`config.mk`:
```
export PLATFORM = sky130hd
export DESIGN_NAME = decode_forward_unit
export DESIGN_NICKNAME = d
export VERILOG_FILES = /design/src/rtl/decode_fwd_pkg.sv /design/src/rtl/fwd_port_match.sv /design/src/rtl/decode_forward_unit.sv
export SDC_FILE = /design/constraint.sdc
export NUM_CORES = 1
export LEC_CHECK = 0
export BUFFER_PORTS_ARGS = -buffer_cell sky130_fd_sc_hd__buf_2
export CORE_MARGIN = 2
export CORE_UTILIZATION = 40
export DETAILED_ROUTE_END_ITERATION = 7
export SLEW_MARGIN = 10
export SYNTH_ARGS = -nofsm -noshare
export SYNTH_HDL_FRONTEND = slang
export SYNTH_SLANG_ARGS = --single-unit
```
`constraint.sdc`:
```
create_clock -name clock -period 2.9 [get_ports clock]
set_input_delay 0.145 -clock clock [delete_from_list [all_inputs] [get_ports clock]]
set_output_delay 0.145 -clock clock [all_outputs]
set_load 0.03 [all_outputs]
```
`src/rtl/decode_fwd_pkg.sv`:
```
// rtl/decode_fwd_pkg.sv - shared types and helpers for the decode forwarding unit
//
// SEL_REGFILE   : forwarding select value meaning "read the register file"
// ENTRY_DEST_W  : storage width of a tracked destination (holds any NB_REG up to this)
// fwd_entry_t   : one in-flight write {valid, dest, is_load}
// sel_width()   : width of a per-port forwarding select for a given tracker depth
package decode_fwd_pkg;

    localparam int SEL_REGFILE  = 0;
    localparam int ENTRY_DEST_W = 8;

    typedef struct packed {
        logic                    valid;
        logic [ENTRY_DEST_W-1:0] dest;
        logic                    is_load;
    } fwd_entry_t;

    // One code per stage plus the register-file code 0.
    function automatic int sel_width(input int depth);
        return (depth < 1) ? 1 : $clog2(depth + 1);
    endfunction

endpackage

```
`src/rtl/fwd_port_match.sv`:
```
// rtl/fwd_port_match.sv - forwarding select and stall request for one decode read port
//
// entries   in   DEPTH x fwd_entry_t   tracker contents, index 1 = EX (youngest)
// src_addr  in   NB_REG                source register read by this port
// src_used  in   1                     port actually consumes its operand
// sel       out  NB_SEL                0 = register file, k = forward from stage k
// stall_req out  1                     youngest producer exists but is not ready yet
module fwd_port_match
    import decode_fwd_pkg::*;
#(
    parameter int NB_REG           = 5,
    parameter int DEPTH            = 3,
    parameter int ALU_READY_STAGE  = 1,
    parameter int LOAD_READY_STAGE = 2,
    parameter int NB_SEL           = 2
) (
    input  fwd_entry_t [DEPTH:1] entries,
    input  logic [NB_REG-1:0]    src_addr,
    input  logic                 src_used,
    output logic [NB_SEL-1:0]    sel,
    output logic                 stall_req
);

    logic [ENTRY_DEST_W-1:0] src_ext;
    logic                    src_nonzero;

    assign src_ext     = ENTRY_DEST_W'(src_addr);
    assign src_nonzero = (src_addr != '0);

    // Scan oldest to youngest so the youngest match overwrites the result.
    // A non-ready younger match therefore shadows a ready older one.
    always_comb begin
        sel       = NB_SEL'(SEL_REGFILE);
        stall_req = 1'b0;
        for (int k = DEPTH; k >= 1; k--) begin
            if (src_used && src_nonzero && entries[k].valid &&
                (entries[k].dest == src_ext)) begin
                if (entries[k].is_load ? (k >= LOAD_READY_STAGE)
                                       : (k >= ALU_READY_STAGE)) begin
                    sel       = NB_SEL'(k);
                    stall_req = 1'b0;
                end else begin
                    sel       = NB_SEL'(SEL_REGFILE);
                    stall_req = 1'b1;
                end
            end
        end
    end

endmodule

```
`src/rtl/decode_forward_unit.sv`:
```
// rtl/decode_forward_unit.sv - in-flight write tracker, per-port forwarding selects, load-use stall
//
// clock              in   1                 all state on rising edge
// reset              in   1                 asynchronous active-high, clears all entries
// i_issue_valid      in   1                 decode instruction wants to advance to EX
// i_issue_reg_write  in   1                 it writes a register
// i_issue_is_load    in   1                 it is a load
// i_issue_dest       in   NB_REG            its destination register
// i_src_addr         in   NUM_READ*NB_REG   source per port, port p at [p*NB_REG +: NB_REG]
// i_src_used         in   NUM_READ          port p consumes its operand
// i_flush            in   1                 kill the decode instruction
// o_fwd_sel          out  NUM_READ*NB_SEL   per port select, port p at [p*NB_SEL +: NB_SEL]
// o_stall            out  1                 hold PC and IF/ID, bubble into EX
module decode_forward_unit
    import decode_fwd_pkg::*;
#(
    parameter int NB_REG           = 5,
    parameter int NUM_READ         = 2,
    parameter int DEPTH            = 3,
    parameter int ALU_READY_STAGE  = 1,
    parameter int LOAD_READY_STAGE = 2
) (
    input  logic                                   clock,
    input  logic                                   reset,
    input  logic                                   i_issue_valid,
    input  logic                                   i_issue_reg_write,
    input  logic                                   i_issue_is_load,
    input  logic [NB_REG-1:0]                      i_issue_dest,
    input  logic [NUM_READ*NB_REG-1:0]             i_src_addr,
    input  logic [NUM_READ-1:0]                    i_src_used,
    input  logic                                   i_flush,
    output logic [NUM_READ*sel_width(DEPTH)-1:0]   o_fwd_sel,
    output logic                                   o_stall
);

    localparam int NB_SEL = sel_width(DEPTH);

    fwd_entry_t [DEPTH:1] entries;
    fwd_entry_t           issue_entry;
    logic [NUM_READ-1:0]  stall_req;

    // A stalled or flushed decode instruction enters as a bubble; register 0
    // is never tracked so it can never be forwarded.
    always_comb begin
        issue_entry         = '0;
        issue_entry.valid   = i_issue_valid && !o_stall && !i_flush &&
                              i_issue_reg_write && (i_issue_dest != '0);
        issue_entry.dest    = ENTRY_DEST_W'(i_issue_dest);
        issue_entry.is_load = i_issue_is_load;
    end

    // The tracker always advances, even while stalled, so older producers
    // drain and a load-use stall resolves on its own.
    always_ff @(posedge clock or posedge reset) begin
        if (reset) begin
            entries <= '0;
        end else begin
            for (int k = DEPTH; k >= 2; k--) begin
                entries[k] <= entries[k-1];
            end
            entries[1] <= issue_entry;
        end
    end

    for (genvar p = 0; p < NUM_READ; p++) begin : g_port
        fwd_port_match #(
            .NB_REG           (NB_REG),
            .DEPTH            (DEPTH),
            .ALU_READY_STAGE  (ALU_READY_STAGE),
            .LOAD_READY_STAGE (LOAD_READY_STAGE),
            .NB_SEL           (NB_SEL)
        ) u_match (
            .entries   (entries),
            .src_addr  (i_src_addr[p*NB_REG +: NB_REG]),
            .src_used  (i_src_used[p]),
            .sel       (o_fwd_sel[p*NB_SEL +: NB_SEL]),
            .stall_req (stall_req[p])
        );
    end

    assign o_stall = |stall_req;

endmodule

```
# Word-level counts from Yosys, hierarchy flattened
# Cells that the tools add are included.
dict set report op_classes {
  reduce_logical 24
  n_mux 10
  n_eq_ne 6
}
# cell n
set op_table {}
lappend op_table {{equality test 5 bit} 6}
lappend op_table {{logical AND 1 bit} 18}
lappend op_table {{nonzero test 5 bit} 3}
lappend op_table {{2-to-1 mux 2 bit} 6}
lappend op_table {{2-to-1 mux 1 bit} 4}
lappend op_table {{zero test 1 bit} 2}
lappend op_table {{OR reduction 2 bit} 1}
dict set report word_totals {
  regBits 19
}

# Logic depth before layout (Yosys ltp)
# Gate-level depths: netlist of the first run.
dict set report logic_depth {
  word_depth 11
  mapped_depth 5
}

# Cells and area by module
# From an unflattened synthesis of the first run, not the netlist that was laid out.
dict set report hier_totals {
  cells_unflattened 92
  area_unflattened_um2 1116.1
}
# mod area_per_inst_um2 seq_area_each_um2 instances cells_per_inst
set modules_own_cells {}
lappend modules_own_cells {decode_forward_unit 578.1 525.5 1 28}
lappend modules_own_cells {fwd_port_match 269.0 0.0 2 32}

# Least setup slack after synthesis of the first run
# No wires, ideal clock.
dict set report synth_path {
  kind {reg2out}
  startpoint {reg, netlist name entries[22]}
  endpoint {out o_fwd_sel[2]}
  slack_ns 1.175
  path_stages_with_launch 6
  arrival_ns 1.580
  path_buffers 0
  t_required_ns 2.755
  cell_sequence {dfrtp_1 -> xor2_1 -> nor4_1 -> nand4_1 -> nand2b_1 -> mux2i_1}
}
dict set report synth_via {
  elab_chain_cells 5
}
# element line
set synth_rtl {}
lappend synth_rtl {{equality test 5 bit} fwd_port_match.sv:37} ;# (entries[k].dest == src_ext)) begin
lappend synth_rtl {{logical AND 1 bit} fwd_port_match.sv:36} ;# if (src_used && src_nonzero && entries[k].valid &&
lappend synth_rtl {{2-to-1 mux 2 bit (3 in series)} fwd_port_match.sv:36}
lappend synth_rtl {{end: declaration} decode_forward_unit.sv:32} ;# output logic [NUM_READ*sel_width(DEPTH)-1:0] o_fwd_sel,
# Every way passes these cells.

# Worst setup path in the final report of the first run
dict set report layout_path {
  startpoint {reg, netlist name entries[22]}
  endpoint {out o_fwd_sel[2]}
}
dict set report layout_via {
  elab_chain_cells 5
}
# element line
set layout_rtl {}
lappend layout_rtl {{equality test 5 bit} fwd_port_match.sv:37}
lappend layout_rtl {{logical AND 1 bit} fwd_port_match.sv:36}
lappend layout_rtl {{2-to-1 mux 2 bit (3 in series)} fwd_port_match.sv:36}
# Every way passes these cells.

==> results by group, run 1 <==
Run status
  – Status: complete, no violations

Placement
  – GP Congestion: 0.779
  – I/O Buffers: 27
  – Cell area after placement: 1110 sq um
  – Pre-CTS WS: 1180 ps

STA
  – Final hold viol count: 0
  – RSZ-0062 raised after global routing: no
  – Slew headroom: 53.1%
  – Worst-Margin Slew: 703 ps
  – Final setup vio count: 0
  – Max frequency: 0.486 GHz
  – Fin Hold WS: 78.6 ps
  – Slack of the critical path: 844 ps
  – Clk_skew: 2.75 ps
  – Min Clock Period, post-route: 2060 ps
  – Setup tns final: 0 ps
  – Slew Viols, Final: 0
  – Final period utilization: 70.9%

Global route
  – GRT overflow: 0
  – Tot GR Track Use: 16.8%
  – Antenna violations before repair: 0
  – Largest net degree at the start of global routing: 20
  – First-pass GRT wire length: 3240 um
  – Vias in the first global route: 735

Clocking
  – CTS Root Cell: clkbuf_4
  – Total CTS buffers: 3
  – Clk_lat worst skew: 300 ps
  – Number of buffers added for setup after CTS: 0
  – Worst-path clk slew: 110 ps
  – CTS Sinks: 19
  – CTS Buffer Depth: 2
  – # H-tree levels: 1
  – CTS tree: built

Synth
  – Mean area per synthesized cell: 12.2 sq um
  – Synth warnings: 0
  – Post-synthesis register bit count: 19
  – Mapped Nets: 100
  – Sequential element share of the synthesized area: 50.5%
  – Yosys cell types: 15
  – Synthesized area: 942 sq um
  – Post-Syn Instances: 77

Final layout
  – Number of flip-flops in the largest register: 19
  – Footprint of the multi-input gates: 459 sq um
  – Nets: 139
  – Flip-flop and latch area: 475 sq um
  – Ant. Diodes: 0
  – Synth-to-Final Area Change: 28.3%
  – Top Registers: entries: 19 flops
  – Cell area after layout: 1210 sq um
  – Most flop-heavy register: entries
  – Layout fillers: 211
  – Finished Core Util: 54.6%
  – Share of post-route cells with drive strength above 1: 28.7%

Power
  – Power share of the clock group: 26.9%
  – Internal: 371 uW
  – Worst VDD drop: 0.263 mV
  – PD cells: 416 nW/um^2
  – P_leak: 0.000574 uW
  – Sw frac: 26.2%
  – Comb pwr share: 15.3%
  – Net Switching: 132 uW
  – Sequential share of power: 57.8%

Routing
  – Detail Route Antenna Nets: 0
  – DRC Markers: 0
  – Wirelength, routed: 1940 um
  – Drt via density: 4.97
  – Initial DRC count: 10
  – Vias: 710
  – Pre-antenna DRT Iters: 4
  – DR WL/cell: 13.5 um

Worst setup path
  – CP Capture Type: output pin
  – Kind of cell adding the most delay to the critical path: simple AND/OR/NAND/NOR gates
  – Slowest stage delay, CP: 420 ps
  – Worst Path Required: 2760 ps
  – Worst path cell trace: xor2_1 > nor4_1 > nand4_1 > nand2b_1 > mux2i_1 > buf_2
  – CP max FO: 2
  – Crit path max-delay cell type: dfrtp_1
  – Crit path DAT: 1910 ps
  – WS Path Type: flip-flop to output pin
  – Buf/Inv on CP: 1
  – Reg-to-reg setup timing slack: 1400 ps
  – CP Launch Type: flip-flop

Floorplan
  – Row Count: 17
  – Die area: 2760 sq um
  – Starting density of the core: 42.6%
  – Chip height: 52.5 um
  – Die width: 52.5 um
  – Core area: 2210 sq um
  – # IOs: 28

Worst hold path
  – Worst hold path class: input port to flip-flop

Flow run
  – Max_cap viols: 0
timing repair:
item | CTS | global route
resized for setup | 0 | 0
hold buffers | 7 | 0
endpoints found under the hold margin | 25 | 0
per-layer routing:
metal,share of wire [%],GRT usage [%]
met1,46,21.4
met2,48,27.3
met3,5.0,3.43
met4,1.4,7.69
met5,0,0
worst register-to-register path: cells and delay by family (launching register included):
kind             cells  cell delay, ps
AO/OA/AOI/OAI        1             190
XOR/XNOR             1             170
flip-flops           1             420
AND/OR/NAND/NOR      3             620
power groups by stage:
stage | logic [uW] | clock network [uW] | registers [uW]
floorplan | 40.1 | 0 | 293
global placement | 71.0 | 0 | 296
detailed placement | 71.6 | 0 | 296
CTS | 78.8 | 141 | 291
global route | 87.0 | 153 | 293
finish | 77.2 | 135 | 291
final timing paths:
path | startpoint | endpoint | depth (start not counted)
max reg2reg | entries[2]$_DFF_PP0_ | entries[9]$_DFF_PP0_ | 5
min | i_issue_reg_write | entries[9]$_DFF_PP0_ | 3
max in group asynchronous | reset | entries[23]$_DFF_PP0_ | 3
min in group asynchronous | reset | entries[2]$_DFF_PP0_ | 3
max | entries[22]$_DFF_PP0_ | o_fwd_sel[2] | 6
min reg2reg | entries[12]$_DFF_PP0_ | entries[22]$_DFF_PP0_ | 0
metrics by stage:
step | instances | total power (uW)
2_1_floorplan | 77 | 333
3_3_place_gp | 132 | 367
3_5_place_dp | 132 | 368
4_1_cts | 143 | 510
5_1_grt | 143 | 533
6_report | 143 | 503
cell families after synthesis:
logic type	count (synthesis)	share of synthesized area (%)
xor+xnor	30	27.9
flops	19	50.5
buf+inv	2	0.797
simple gates	18	13.4
mux	2	2.12
compound gates	6	5.31
synth_stat cells:
master / instances / area, sq um
nor4_1: 6 / 37.5
or4_1: 3 / 22.5
xnor2_1: 6 / 52.6
nor2_1: 1 / 3.75
xor2_1: 24 / 210
a21boi_1: 2 / 15.0
nand4_1: 4 / 25.0
nand4_2: 2 / 25.0
nand2b_1: 2 / 12.5
o2111ai_1: 1 / 8.76
a21boi_2: 1 / 11.3
inv_1: 2 / 7.51
dfrtp_1: 19 / 475
mux2i_1: 2 / 20.0
o21a_1: 2 / 15.0
layout make-up:
class	instances	share of cell area, %
Multi-Input combinational cell	56	38.0
Clock buffer	4	2.17
Sequential cell	19	39.3
Inverter	2	0.621
Timing Repair Buffer	34	17.0
Tap cell	28	2.90
layout by cell type, fill, tap and decap left out, drive strengths merged, types with 3 or more instances in the layout:
| master | count |
|---|---|
| clkbuf | 4 |
| dlygate4sd3 | 7 |
| or4 | 3 |
| buf | 27 |
| xor2 | 24 |
| xnor2 | 6 |
| nor4 | 6 |
| nand4 | 6 |
| dfrtp | 19 |
| a21boi | 3 |
Note: power is estimated with default switching activity, not from simulation.
==> run 2, diff against run 1 <==
Clock period 2.9 ns to 2.1 ns, I/O delays scaled along.
==> run 2 against run 1 <==
  * Via count grew 1.5%
  * Clock power is 39% higher
  * Wire length up 2.0%
  * Sequential power grew 38%
  * Critical endpoint unchanged
==> results by group, run 2 (synthesized netlist as in run 1, its figures left out) <==
Routing
  – Initial DRC count: 13
  – DR WL/cell: 13.8 um
  – Drt via density: 5.04
  – Pre-antenna DRT Iters: 4
  – Detail Route Antenna Nets: 0
  – DRC Markers: 0
  – Wirelength, routed: 1970 um
  – Vias: 721

Placement
  – Dpl cells: 132
  – GP Congestion: 0.779
  – I/O Buffers: 27
  – Cell area after placement: 1110 sq um

Global route
  – First-pass GRT wire length: 3240 um
  – Antenna violations before repair: 0
  – Largest net degree at the start of global routing: 20
  – Tot GR Track Use: 16.8%
  – GRT overflow: 0
  – Vias in the first global route: 735

Worst setup path
  – Crit path DAT: 1860 ps
  – WS Path Type: flip-flop to output pin
  – Crit path max-delay cell type: dfrtp_1
  – Worst path cell trace: xor2_1 > nor4_2 > nand4_1 > nand2b_1 > mux2i_1 > buf_2
  – CP Launch Type: flip-flop
  – CP Capture Type: output pin
  – Worst Path Required: 2000 ps
  – Slowest stage delay, CP: 420 ps
  – CP max FO: 2
  – Kind of cell adding the most delay to the critical path: simple AND/OR/NAND/NOR gates
  – Buf/Inv on CP: 1

STA
  – Slew Viols, Final: 0
  – Setup tns final: 0 ps
  – Fin Hold WS: 38.4 ps
  – Worst-Margin Slew: 704 ps
  – Min Clock Period, post-route: 1960 ps
  – RSZ-0062 raised after global routing: no
  – Final hold viol count: 0
  – Final setup vio count: 0
  – Clk_skew: 2.04 ps
  – Max frequency: 0.510 GHz
  – Slew headroom: 53.0%
  – Final period utilization: 93.4%

Final layout
  – Non-Filler Instances: 143
  – Ant. Diodes: 0
  – Cell area after layout: 1220 sq um
  – Commonest cells after routing, fill and taps aside: buf_2 (27), xor2_1 (24), dfrtp_1 (19)
  – Top Registers: entries: 19 flops
  – Commonest non-fill, non-tap cell in the layout: buf_2
  – Nets: 139
  – Number of flip-flops in the largest register: 19
  – Synth-to-Final Area Change: 29.6%
  – Share of post-route cells with drive strength above 1: 30.4%
  – Most flop-heavy register: entries

Clocking
  – Clk_lat worst skew: 300 ps
  – Number of buffers added for setup after CTS: 0
  – CTS tree: built
  – CTS Sinks: 19
  – CTS Buffer Depth: 2
  – Worst-path clk slew: 110 ps
  – CTS Root Cell: clkbuf_4
  – Total CTS buffers: 3
  – # H-tree levels: 1

Floorplan
  – Chip height: 52.5 um
  – Row Count: 17
  – Starting density of the core: 42.6%
  – Core area: 2210 sq um
  – Die width: 52.5 um
  – # IOs: 28
  – Die area: 2760 sq um

Power
  – PD cells: 573 nW/um^2
  – P_leak: 0.000575 uW
  – Worst VDD drop: 0.366 mV
  – Final total power: 699 uW

Flow run
  – Max_cap viols: 0

Run status
  – Status: complete, no violations

Worst hold path
  – Worst hold path class: input port to flip-flop
[run 2: repair_timing]
item	in CTS	in global routing
resized for setup	0	2
hold endpoints to repair	25	0
hold buffers	7	0
endpoints found under the setup margin	0	2
[run 2: worst register-to-register path, cell delays in order, from the launching register on]
cell and delay, ps:
dfrtp_1 420, xor2_1 150, nor4_1 360, nand4_2 190
a21boi_2 170, nor2_1 60
[run 2: per-stage QoR]
stage,utilization [%],setup slack [ps]
CTS,54.6,55.8
finish,55.2,139
global placement,50.3,425
detailed placement,50.3,424
floorplan,-,415
global route,55.2,7.41
[run 2: layer usage]
layer  track usage, %  up-vias  part of all wire [%]
li1                 -      350                     -
met1             21.4      348                    46
met5                0        -                     0
met2             27.3       21                    48
met3             3.43        2                   5.0
met4             7.69        0                   1.4
[run 2: path summary, 6_finish.rpt]
kind | startpoint | endpoint | slack [ps] | cells past startpoint
worst max register to register | entries[2]$_DFF_PP0_ | entries[9]$_DFF_PP0_ | 640 | 5
worst max-delay path | entries[22]$_DFF_PP0_ | o_fwd_sel[2] | 140 | 6
max in group asynchronous | reset | entries[23]$_DFF_PP0_ | 1210 | 3
worst min-delay path | i_issue_reg_write | entries[9]$_DFF_PP0_ | 40 | 3
worst min register to register | entries[12]$_DFF_PP0_ | entries[22]$_DFF_PP0_ | 440 | 0
min in group asynchronous | reset | entries[2]$_DFF_PP0_ | 450 | 3
[run 2: cell type report]
cell class                      instances  area, sq um
Sequential cell                        19          475
Multi-Input combinational cell         56          472
Tap cell                               28         35.0
Timing Repair Buffer                   34          205
Inverter                                2         7.51
Clock buffer                            4         26.3
Fill cell                             211          991
[run 2: report_power, final]
group,switching [uW],internal (uW),total [uW]
Clock,113,74.1,187
Sequential,17.9,384,402
Combinational,55.1,55.9,111
==> run 3, diff against run 2 <==
Settings changed: MAX_ROUTING_LAYER set to met4.
==> run 3 against run 2 <==
  * Highest routed layer unchanged
  * Wire length rose by 0.20%
  * Combinational power barely moved
  * First-iteration DRC count fell by 15%
  * Core utilization did not move
  * Critical path type unchanged
==> results by group, run 3 (synthesized netlist as in run 1, its figures left out) <==
Run status
  – Status: complete, no violations

Final layout
  – Commonest cells after routing, fill and taps aside: buf_2 (27), xor2_1 (24), dfrtp_1 (19)
  – Layout fillers: 211
  – Ant. Diodes: 0
  – Nets: 139
  – Share of post-route cells with drive strength above 1: 30.4%
  – Synth-to-Final Area Change: 29.6%
  – Commonest non-fill, non-tap cell in the layout: buf_2
  – Most flop-heavy register: entries
  – Number of flip-flops in the largest register: 19
  – Top Registers: entries: 19 flops

Global route
  – Antenna violations before repair: 0
  – Tot GR Track Use: 17.2%
  – GRT overflow: 0
  – Largest net degree at the start of global routing: 20
  – First-pass GRT wire length: 3230 um
  – Vias in the first global route: 734

Clocking
  – Number of buffers added for setup after CTS: 0
  – Clk_lat worst skew: 300 ps
  – CTS Buffer Depth: 2
  – CTS Root Cell: clkbuf_4
  – CTS tree: built
  – # H-tree levels: 1
  – Worst-path clk slew: 110 ps
  – CTS Sinks: 19
  – Total CTS buffers: 3

STA
  – Setup tns final: 0 ps
  – Final period utilization: 93.7%
  – Final hold viol count: 0
  – Final setup vio count: 0
  – Min Clock Period, post-route: 1970 ps
  – Max frequency: 0.508 GHz
  – Slew Viols, Final: 0
  – Worst-Margin Slew: 702 ps
  – RSZ-0062 raised after global routing: no
  – Clk_skew: 1.90 ps
  – Slew headroom: 53.1%

Flow run
  – Max_cap viols: 0

Routing
  – Pre-antenna DRT Iters: 4
  – Vias: 708
  – Wirelength, routed: 1980 um
  – DRC Markers: 0
  – Detail Route Antenna Nets: 0
  – Drt via density: 4.95
  – Initial DRC count: 11
  – DR WL/cell: 13.8 um

Power
  – Final total power: 699 uW
  – PD cells: 573 nW/um^2
  – Worst VDD drop: 0.366 mV
  – P_leak: 0.000575 uW

Floorplan
  – Chip height: 52.5 um
  – Row Count: 17
  – Die area: 2760 sq um
  – Starting density of the core: 42.6%
  – # IOs: 28
  – Core area: 2210 sq um
  – Die width: 52.5 um

Worst setup path
  – CP Launch Type: flip-flop
  – Crit path DAT: 1860 ps
  – CP max FO: 2
  – CP Capture Type: output pin
  – Worst Path Required: 2000 ps
  – WS Path Type: flip-flop to output pin

Worst hold path
  – Worst hold path class: input port to flip-flop

Placement
  – I/O Buffers: 27
  – GP Congestion: 0.790
## run 3: path summary, 6_finish.rpt
check,start,to,slack [ps],cells past startpoint
worst max-delay path,entries[22]$_DFF_PP0_,o_fwd_sel[2],130,6
worst min-delay path,i_issue_reg_write,entries[9]$_DFF_PP0_,40,3
worst max register to register,entries[2]$_DFF_PP0_,entries[9]$_DFF_PP0_,640,5
worst min register to register,entries[19]$_DFF_PP0_,entries[29]$_DFF_PP0_,440,0
max in group asynchronous,reset,entries[23]$_DFF_PP0_,1210,3
min in group asynchronous,reset,entries[2]$_DFF_PP0_,450,3
## run 3: what timing repair did
action / in CTS / in global routing
setup endpoints to repair: 0 / 2
endpoints found under the hold margin: 25 / 0
hold buffers: 7 / 0
resized for setup: 0 / 2
## run 3: metal layers
metal,part of all wire [%],global-route usage (%),up-vias
met2,48,27.5,21
met3,4.9,3.43,2
li1,-,-,349
met5,0,-,-
met1,46,21.0,336
met4,1.4,7.69,0
## run 3: report_power, final
group          switching, uW  leakage, uW  internal [uW]
clock                    113    0.0000150           74.1
combinational           55.0     0.000333           55.9
sequential              18.1     0.000227            384
total                    186     0.000575            514
## run 3: stage by stage
step | setup WS (ps) | hold slack, ps | util [%] | cell area [sq um] | cells
floorplan | 415 | 56.1 | - | 942 | 77
global route | 7.42 | 68.9 | 55.2 | 1220 | 143
CTS | 55.8 | 35.7 | 54.6 | 1210 | 143
finish | 132 | 39.0 | 55.2 | 1220 | 143
global placement | 425 | 213 | 50.3 | 1110 | 132
detailed placement | 424 | 217 | 50.3 | 1110 | 132
## run 3: cell type report
type	instances	area, sq um	share of cell area, %
inverters	2	7.51	0.615
repair buffers	34	205	16.8
well taps	28	35.0	2.87
multi-input cells	56	472	38.6
clock buffers	4	26.3	2.15
flip-flops and latches	19	475	38.9
## run 3: critical path, stage by stage (launching register included)
cell and delay, ps:
dfrtp_1 420, xor2_1 180, nor4_2 290, nand4_1 160
nand2b_1 170, mux2i_1 120, buf_2 210
